==> src/rtl/tx_framer_if.sv <==
// Write-side handshake bundle between the user logic and the TX framer.
// The user side drives data, K flag and valid; the framer returns ready.
interface tx_framer_if;
  logic [7:0] TxData;
  logic       TxDataKIn;
  logic       TxDataValid;
  logic       TxDataReady;

  modport master (
    output TxData,
    output TxDataKIn,
    output TxDataValid,
    input  TxDataReady
  );

  modport slave (
    input  TxData,
    input  TxDataKIn,
    input  TxDataValid,
    output TxDataReady
  );
endinterface

==> src/rtl/tx_framer.sv <==
// Byte/K-char framer feeding the 8b/10b encoder: small FIFO, K28.5 alignment
// preamble, idle commas and periodic forced commas during long data runs.
module tx_framer #(
  parameter int unsigned FIFO_DEPTH   = 8,
  parameter int unsigned ALIGN_WORDS  = 16,
  parameter int unsigned COMMA_PERIOD = 256
) (
  input  logic                          BitCLK_10,
  input  logic                          Reset,
  tx_framer_if.slave                    wr,
  input  logic                          TxEnable,
  input  logic                          TxRealign,
  output logic [7:0]                    TxParallel_8,
  output logic                          TxDataK,
  output logic                          TxAligned,
  output logic                          KError,
  output logic [$clog2(FIFO_DEPTH):0]   TxFifoLevel
);

  localparam int unsigned PTR_W = $clog2(FIFO_DEPTH);
  localparam int unsigned LVL_W = PTR_W + 1;
  localparam int unsigned ALN_W = (ALIGN_WORDS > 1) ? $clog2(ALIGN_WORDS) : 1;
  localparam int unsigned CMA_W = $clog2(COMMA_PERIOD);
  localparam int unsigned ENT_W = 9;
  localparam logic [7:0]  K28_5 = 8'hBC;

  typedef enum logic {
    ST_ALIGN = 1'b0,
    ST_RUN   = 1'b1
  } state_e;

  state_e             state_q, state_d;
  logic [ALN_W-1:0]   align_q, align_d;
  logic [CMA_W-1:0]   comma_q, comma_d;
  logic [PTR_W-1:0]   wr_ptr_q, wr_ptr_d;
  logic [PTR_W-1:0]   rd_ptr_q, rd_ptr_d;
  logic [LVL_W-1:0]   level_q, level_d;
  logic               ready_q, ready_d;
  logic [7:0]         data_q, data_d;
  logic               k_q, k_d;
  logic               aligned_q, aligned_d;
  logic               kerr_q, kerr_d;
  logic [ENT_W-1:0]   mem [FIFO_DEPTH];
  logic [ENT_W-1:0]   head_c;
  logic               push_c;
  logic               pop_c;

  assign push_c = wr.TxDataValid & ready_q;
  assign head_c = mem[rd_ptr_q];

  // FIFO storage; contents need no reset since level gates every read
  always_ff @(posedge BitCLK_10) begin
    if (push_c) begin
      mem[wr_ptr_q] <= {wr.TxDataKIn, wr.TxData};
    end
  end

  // State register and all registered outputs
  always_ff @(posedge BitCLK_10 or negedge Reset) begin
    if (!Reset) begin
      state_q   <= ST_ALIGN;
      align_q   <= '0;
      comma_q   <= '0;
      wr_ptr_q  <= '0;
      rd_ptr_q  <= '0;
      level_q   <= '0;
      ready_q   <= 1'b0;
      data_q    <= K28_5;
      k_q       <= 1'b1;
      aligned_q <= 1'b0;
      kerr_q    <= 1'b0;
    end else begin
      state_q   <= state_d;
      align_q   <= align_d;
      comma_q   <= comma_d;
      wr_ptr_q  <= wr_ptr_d;
      rd_ptr_q  <= rd_ptr_d;
      level_q   <= level_d;
      ready_q   <= ready_d;
      data_q    <= data_d;
      k_q       <= k_d;
      aligned_q <= aligned_d;
      kerr_q    <= kerr_d;
    end
  end

  // Next-state logic; a realign request overrides the ALIGN->RUN exit
  always_comb begin
    state_d = state_q;
    if (TxRealign) begin
      state_d = ST_ALIGN;
    end else if ((state_q == ST_ALIGN) && (align_q == ALN_W'(ALIGN_WORDS - 1))) begin
      state_d = ST_RUN;
    end
  end

  // Output word selection, counters and pop decision
  always_comb begin
    pop_c     = 1'b0;
    data_d    = K28_5;
    k_d       = 1'b1;
    kerr_d    = 1'b0;
    align_d   = align_q;
    comma_d   = comma_q;
    case (state_q)
      ST_ALIGN: begin
        comma_d = '0;
        if (align_q == ALN_W'(ALIGN_WORDS - 1)) begin
          align_d = '0;
        end else begin
          align_d = align_q + ALN_W'(1);
        end
      end
      ST_RUN: begin
        if (comma_q == CMA_W'(COMMA_PERIOD - 1)) begin
          comma_d = '0;
        end else if (TxEnable && (level_q != '0)) begin
          pop_c   = 1'b1;
          comma_d = comma_q + CMA_W'(1);
          // Encoder only knows K28.y; anything else becomes a comma plus an error pulse
          if (head_c[8] && (head_c[4:0] != 5'h1C)) begin
            kerr_d = 1'b1;
          end else begin
            data_d = head_c[7:0];
            k_d    = head_c[8];
          end
        end else begin
          comma_d = '0;
        end
      end
      default: begin
        comma_d = '0;
      end
    endcase
    if (TxRealign) begin
      align_d = '0;
      comma_d = '0;
    end
    aligned_d = (state_d == ST_RUN);
  end

  // FIFO pointer and occupancy bookkeeping
  always_comb begin
    wr_ptr_d = push_c ? (wr_ptr_q + PTR_W'(1)) : wr_ptr_q;
    rd_ptr_d = pop_c  ? (rd_ptr_q + PTR_W'(1)) : rd_ptr_q;
    level_d  = level_q + LVL_W'(push_c) - LVL_W'(pop_c);
    ready_d  = (level_d < LVL_W'(FIFO_DEPTH));
  end

  assign wr.TxDataReady = ready_q;
  assign TxParallel_8   = data_q;
  assign TxDataK        = k_q;
  assign TxAligned      = aligned_q;
  assign KError         = kerr_q;
  assign TxFifoLevel    = level_q;

endmodule

==> src/flat_wrapper.sv <==
// flat-port wrapper written by rule: the top's interface ports become plain ports
module tx_framer_flat 
#(
  parameter int unsigned FIFO_DEPTH   = 8,
  parameter int unsigned ALIGN_WORDS  = 16,
  parameter int unsigned COMMA_PERIOD = 256
)
  (BitCLK_10, Reset, TxEnable, TxRealign, TxParallel_8, TxDataK, TxAligned, KError, TxFifoLevel, wr_TxData, wr_TxDataKIn, wr_TxDataValid, wr_TxDataReady);
  tx_framer_if wr_i ();
  input  logic BitCLK_10;
  input  logic Reset;
  input  logic TxEnable;
  input  logic TxRealign;
  output logic [7:0] TxParallel_8;
  output logic TxDataK;
  output logic TxAligned;
  output logic KError;
  output logic [$clog2(FIFO_DEPTH):0] TxFifoLevel;
  input wire logic [$bits(wr_i.TxData)-1:0] wr_TxData;
  input wire logic [$bits(wr_i.TxDataKIn)-1:0] wr_TxDataKIn;
  input wire logic [$bits(wr_i.TxDataValid)-1:0] wr_TxDataValid;
  output wire logic [$bits(wr_i.TxDataReady)-1:0] wr_TxDataReady;
  assign wr_i.TxData = wr_TxData;
  assign wr_i.TxDataKIn = wr_TxDataKIn;
  assign wr_i.TxDataValid = wr_TxDataValid;
  assign wr_TxDataReady = wr_i.TxDataReady;
  tx_framer #(.FIFO_DEPTH(FIFO_DEPTH), .ALIGN_WORDS(ALIGN_WORDS), .COMMA_PERIOD(COMMA_PERIOD)) u_core (.BitCLK_10(BitCLK_10), .Reset(Reset), .wr(wr_i), .TxEnable(TxEnable), .TxRealign(TxRealign), .TxParallel_8(TxParallel_8), .TxDataK(TxDataK), .TxAligned(TxAligned), .KError(KError), .TxFifoLevel(TxFifoLevel));
endmodule
==> config.mk <==
export PLATFORM = sky130hd
export DESIGN_NAME = tx_framer_flat
export DESIGN_NICKNAME = d
export VERILOG_FILES = /design/src/rtl/tx_framer_if.sv /design/src/rtl/tx_framer.sv /design/src/flat_wrapper.sv
export SDC_FILE = /design/constraint.sdc
export NUM_CORES = 1
export LEC_CHECK = 0
export CAP_MARGIN = 5
export CORE_MARGIN = 8
export CORE_UTILIZATION = 45
export CTS_CLUSTER_SIZE = 10
export DETAILED_ROUTE_END_ITERATION = 7
export PLACE_DENSITY = 0.69
export SETUP_SLACK_MARGIN = 0.15
export SKIP_LAST_GASP = 1
export SYNTH_ARGS = -nofsm -noshare
export SYNTH_HDL_FRONTEND = slang
export SYNTH_SLANG_ARGS = --single-unit
==> constraint.sdc <==
create_clock -name BitCLK_10 -period 2.4 [get_ports BitCLK_10]
set_input_delay 0.24 -clock BitCLK_10 [delete_from_list [all_inputs] [get_ports BitCLK_10]]
set_output_delay 0.24 -clock BitCLK_10 [all_outputs]
set_load 0.02 [all_outputs]
==> metrics, run 1 <==
Synth cell types 40; HPWL after DPL 5140 um; achievable clock frequency 0.458 GHz; first-pass GRT wire length 12100 um; Post-Route WL 7610 um; min cycle time layout 2.18 ns; Hold Buf Count CTS 0; Reg2Reg Launch Point u_core.comma_q[0]$_DFF_PN0_; post-route ant nets 0; DR iter-0 viols 145; Root Buffer clkbuf_8; CORE AREA 0.00959 mm2; number of diodes 0; Worst Path Arrival 2.45 ns; Hold Crit Class in -> async; I/O pins 30; worst endpoint required time 2.67 ns; die area 0.0131 mm2; mapped cell area 0.00435 mm2; final hold vios 0; Synth Register Bits 106; setup violators final 0; via/cell ratio 5.13; Slew HR 30.9%; Worst-Skew Late Latency 0.37 ns; Worst-path clk slew 0.09 ns; routed vias 2278; CP top delay family adder cells; Syn Nets 279; largest net degree at the start of global routing 35; most common cell after layout, fill and taps aside edfxtp_1; share of layout cells above drive strength 1 25.4%; fin crit share 90.9%; Reg power frac 54.1%; vias in the first global route 2316; Final #Nets 330; Die Width 114 um; Peak VDD IR 0.409 mV; critical path class reg -> reg; PwrDens 817 mW/mm2; initial antenna violation count 0; die height 114 um; sequential area share after synthesis 69.4%; setup TNS 0 ns; slowest cell on the critical path fa_2; global route total overflow 0; TritonCTS clock tree done; final instance count without filler cells 444; fraction of power spent switching nets 28.2%; DRT Pass-1 Iters 4; total clock sinks 106; Crit path buffers/inverters 4; layout overhead on the synthesized area 19.1%; Port Buffer Count 29; maxcap violations 0; DR WL/cell 17.1 um; Fill cells 769; CTS buffer count 9; clk buf depth 2; Worst setup SP type flop; worst slack on hold paths 0.277 ns; most frequent cells in the layout edfxtp_1, clkdlybuf4s50_1, dfrtp_1, buf_4; Critical Path End Type flop; footprint of the multi-input gates 0.00131 mm2; overall routing resource usage 12.4%; ys flop type edfxtp_1; combinational fraction of design power 21.0%; fin. max-slew vios 0; GP Congestion 0.685; Clk pwr share 25.0%; Clock Skew 0.0143 ns; LEAKAGE 1.83 nW; # rows 36; DP Cell Count 425; ys async rst share 32.1%; H-tree depth 3; CP max FO 3; Yosys warnings 0; largest stage delay on the critical path 0.50 ns; initial core utilization 45.4%; number of enable flip-flop cells after synthesis 72; register area 0.00302 mm2; RSZ-0062 raised after global routing yes; Post-Synthesis Cells 255; Slew @ Worst Pin 1.02 ns; internal cell power 0.00304 W; Mapped Avg Cell Area 17.1 um2; crit path cell chain ha_4 > nand2_1 > or3_4 > nand2_4 > inv_2 > ha_4 > inv_2 > ha_4 > inv_2 > fa_2 > inv_1; Net Switching 0.00119 W; status finished clean; Residual DRC 0; Worst Setup SP u_core.comma_q[0]$_DFF_PN0_
-- cells by family (layout without fill, tap and decap cells) --
family	Yosys count	count (layout)	share of synthesized area, %
flip-flops	106	106	69.4
AND/OR/NAND/NOR	58	58	6.56
multiplexers	32	32	13.5
buffers and inverters	22	78	2.36
AO/OA/AOI/OAI	15	15	2.73
XOR/XNOR	12	12	2.42
adder cells (fa/ha/maj)	10	10	3.05
-- worst paths after layout --
path                                                    end  slack [ns]  depth (start not counted)
hold / removal                u_core.align_q[0]$_DFFE_PN0P_        0.28                          2
min in group BitCLK_10       u_core.wr_ptr_q[0]$_DFFE_PN0P_        0.55                          2
setup reg to reg            u_core.TxFifoLevel[1]$_DFF_PN0_        0.22                         11
max in group asynchronous  u_core.TxParallel_8[5]$_DFF_PN1_        1.78                          2
setup / recovery            u_core.TxFifoLevel[1]$_DFF_PN0_        0.22                         11
hold reg to reg              u_core.wr_ptr_q[0]$_DFFE_PN0P_        0.55                          2
-- sequential cells by signal, summed over array words and instances, names as in the netlist --
register and flops:
u_core.comma_q 8, u_core.align_q 4, u_core.mem 72, u_core.wr_ptr_q 3, u_core.TxFifoLevel 4, u_core.TxParallel_8 8
u_core.wr.TxDataReady 1, u_core.KError 1, u_core.rd_ptr_q 3, u_core.TxDataK 1, u_core.state_q 1
-- through the flow --
stage | util [%] | total power [W] | area [um2] | setup slack, ns
4_1_cts | 53.5 | 0.00429 | 5130 | 0.163
5_1_grt | 54.0 | 0.00445 | 5180 | 0.127
3_5_place_dp | 51.5 | 0.00322 | 4940 | 0.165
6_report | 54.0 | 0.00424 | 5180 | 0.218
2_1_floorplan | - | 0.00290 | 4420 | 0.114
3_3_place_gp | 51.5 | 0.00319 | 4940 | 0.227
-- Yosys cell counts, types with 6 or more instances --
| library cell | count | share of area (%) |
|---|---|---|
| a21oi_1 | 6 | 0.69 |
| dfrtp_1 | 28 | 16 |
| dfstp_2 | 6 | 3.6 |
| edfxtp_1 | 72 | 50 |
| ha_1 | 9 | 2.6 |
| inv_1 | 12 | 1.0 |
| mux2i_1 | 8 | 1.8 |
| mux4_1 | 8 | 4.8 |
| mux4_2 | 10 | 5.2 |
| nand2_1 | 15 | 1.3 |
| nor2_1 | 14 | 1.2 |
| nor3_1 | 11 | 1.3 |
| xnor2_1 | 10 | 2.0 |
-- layer usage --
metal  GRT usage, %  vias up  routed length [um]
li1               -     1065                   -
met1           15.0     1155                3280
met2           20.5       45                3800
met3           2.95       13                 367
met4           5.86        0                 158
met5              0        -                   0
-- power by group through the flow --
| stage | Combinational [W] | Clock [W] | Sequential (W) |
|---|---|---|---|
| global placement | 0.000880 | 0 | 0.00231 |
| finish | 0.000888 | 0.00106 | 0.00229 |
| detailed placement | 0.000902 | 0 | 0.00232 |
| global route | 0.000978 | 0.00116 | 0.00231 |
| CTS | 0.000907 | 0.00109 | 0.00229 |
| floorplan | 0.000546 | 0 | 0.00235 |
-- what timing repair did --
item,CTS,global route
setup endpoints to repair,0,7
resized for setup,0,4
setup buffers,0,3
hold endpoints to repair,0,0
-- layout make-up --
cell class / instances / share of cell area (%)
inverter: 14 / 1.01
tap: 133 / 3.21
sequential: 106 / 58.3
clock buffer: 11 / 2.94
clock inverter: 5 / 0.797
timing repair buffer: 48 / 8.35
multi-input combinational: 127 / 25.3
Note: power is estimated with default switching activity, not from simulation.
==> inputs of run 2 (changes only) <==
- SKIP_LAST_GASP: 1 -> unset
==> results of run 2 <==
No change in the layout: final DEF, timing and power equal those of run 1.
==> inputs of run 3 (changes only) <==
- GPL_TIMING_DRIVEN: unset -> 0
==> run 3 against run 2 <==
Effect of this change: sequential cell count unchanged; via count down 2.0%; critical path depth up 2; wire length down 1.1%; register-to-register slack worse by 0.08 ns; final cell count down 0.90%; combinational power up 4.1%; clock power about the same; cell area up 0.27%; sequential power about the same; clock skew up 0.0044 ns.
==> metrics, run 3 (synthesized netlist as in run 1, its figures left out) <==
Worst-path clk slew 0.10 ns; clk buf depth 2; vias in the first global route 2285; met1 WL 3420 um; worst endpoint required time 2.67 ns; routed vias 2232; overall routing resource usage 12.4%; TritonCTS clock tree done; largest net degree at the start of global routing 35; fin worst setup slack 0.135 ns; Root Buffer clkbuf_8; pre-CTS setup slack -0.0199 ns; Slew HR 27.7%; Design Power 0.00430 W; Reg2Reg Launch Point u_core.TxFifoLevel[3]$_DFF_PN0_; global route total overflow 0; status finished clean; final hold vios 0; Largest register FFs 72; DR iter-0 viols 147; met2 WL 3710 um; critical path class reg -> reg; Peak VDD IR 0.408 mV; CTS buffer count 9; register area 0.00302 mm2; r2r endpoint u_core.TxFifoLevel[1]$_DFF_PN0_; worst reg-to-reg setup slack 0.14 ns; layout overhead on the synthesized area 19.4%; maxcap violations 0; I/O pins 30; achievable clock frequency 0.442 GHz; Fill cells 768; Post-Route WL 7530 um; post-route ant nets 0; fin crit share 94.4%; HPWL after DPL 5020 um; WL met3 296 um; Worst Path Arrival 2.53 ns; most common cell after layout, fill and taps aside edfxtp_1; fin. max-slew vios 0; Worst Setup SP u_core.TxFifoLevel[3]$_DFF_PN0_; DP Cell Count 417; total clock sinks 106; share of layout cells above drive strength 1 26.1%; # rows 36; internal cell power 0.00303 W; number of diodes 0; DR top layer met4; Worst setup SP type flop; Biggest register u_core.mem; initial core utilization 45.4%; footprint of the multi-input gates 0.00134 mm2; min cycle time layout 2.26 ns; Net Switching 0.00128 W; PwrDens 828 mW/mm2; initial antenna violation count 0; LEAKAGE 1.84 nW; Clk pwr share 25.3%; DRT Pass-1 Iters 4; DR WL/cell 17.1 um; die height 114 um; CP max FO 2; Final #Nets 326; first-pass GRT wire length 12200 um; Critical Path End Type flop; Port Buffer Count 29; Worst-Skew Late Latency 0.37 ns; via/cell ratio 5.07; combinational fraction of design power 21.5%; fraction of power spent switching nets 29.7%; Die Width 114 um; Clock Skew 0.0186 ns; Reg power frac 53.2%; Hold Crit Class in -> async; die area 0.0131 mm2; most frequent cells in the layout edfxtp_1, clkdlybuf4s50_1, dfrtp_1, nor2_1, nand2_1; Residual DRC 0; RSZ-0062 raised after global routing yes; reg2reg path depth 13; final instance count without filler cells 440; CORE AREA 0.00959 mm2; H-tree depth 3; setup violators final 0; Slew @ Worst Pin 1.08 ns; GP Congestion 0.702
==> run 3: worst max-delay path, stage by stage, from the launching register on <==
cell	delay [ns]
dfrtp_2	0.42
inv_2	0.07
ha_4	0.12
inv_2	0.04
o311a_4	0.33
nand2_4	0.08
buf_8	0.10
inv_4	0.03
ha_4	0.21
inv_4	0.05
ha_4	0.12
inv_2	0.04
fa_2	0.53
inv_2	0.03
==> run 3: stage by stage <==
step | util, % | instance area [um2] | TNS (ns) | hold slack, ns
floorplan | - | 4420 | 0 | -0.0556
global placement | 50.8 | 4880 | -6.21 | 0.492
detailed placement | 50.9 | 4880 | -0.0337 | 0.348
CTS | 53.8 | 5160 | 0 | 0.480
global route | 54.2 | 5200 | 0 | 0.484
finish | 54.2 | 5200 | 0 | 0.474
==> run 3: power groups by stage <==
stage	Clock [W]	Combinational, W	Sequential, W
2_1_floorplan	0	0.000546	0.00235
3_3_place_gp	0	0.000848	0.00231
3_5_place_dp	0	0.000881	0.00233
4_1_cts	0.00113	0.000888	0.00229
5_1_grt	0.00119	0.00102	0.00231
6_report	0.00109	0.000924	0.00229
==> run 3: worst max path at each step <==
| stage | to | slack [ns] | cells past startpoint |
|---|---|---|---|
| after detailed placement | u_core.TxFifoLevel[1]$_DFF_PN0_ | -0.02 | 12 |
| after global routing | u_core.TxFifoLevel[3]$_DFF_PN0_ | 0.03 | 13 |
| after floorplan | u_core.TxFifoLevel[1]$_DFF_PN0_ | 0.11 | 13 |
| final | u_core.TxFifoLevel[1]$_DFF_PN0_ | 0.14 | 13 |
| after CTS | u_core.TxFifoLevel[3]$_DFF_PN0_ | 0.09 | 13 |
| after global placement | u_core.mem[0][4]$_DFFE_PP_ | -0.38 | 4 |
==> run 3: per-layer routing <==
layer	global-route usage [%]	up-vias
li1	-	1064
met1	15.7	1111
met2	20.4	51
met3	3.16	6
met4	3.99	0
met5	0	-
==> run 3: final cells by class <==
class / instances / area share (%)
buffer: 8 / 1.20
clock buffer: 9 / 2.38
clock inverter: 7 / 1.61
inverter: 14 / 1.11
multi-input combinational: 127 / 25.8
sequential: 106 / 58.2
tap: 133 / 3.20
timing repair buffer: 36 / 6.55
==> run 3: what timing repair did <==
action / 4_1_cts / 5_1_grt
setup endpoints to repair: 4 / 6
hold buffers: 1 / 0
buffers inserted: 4 / 2
resized for setup: 5 / 8
hold endpoints to repair: 28 / 0
pin swaps: 2 / 1
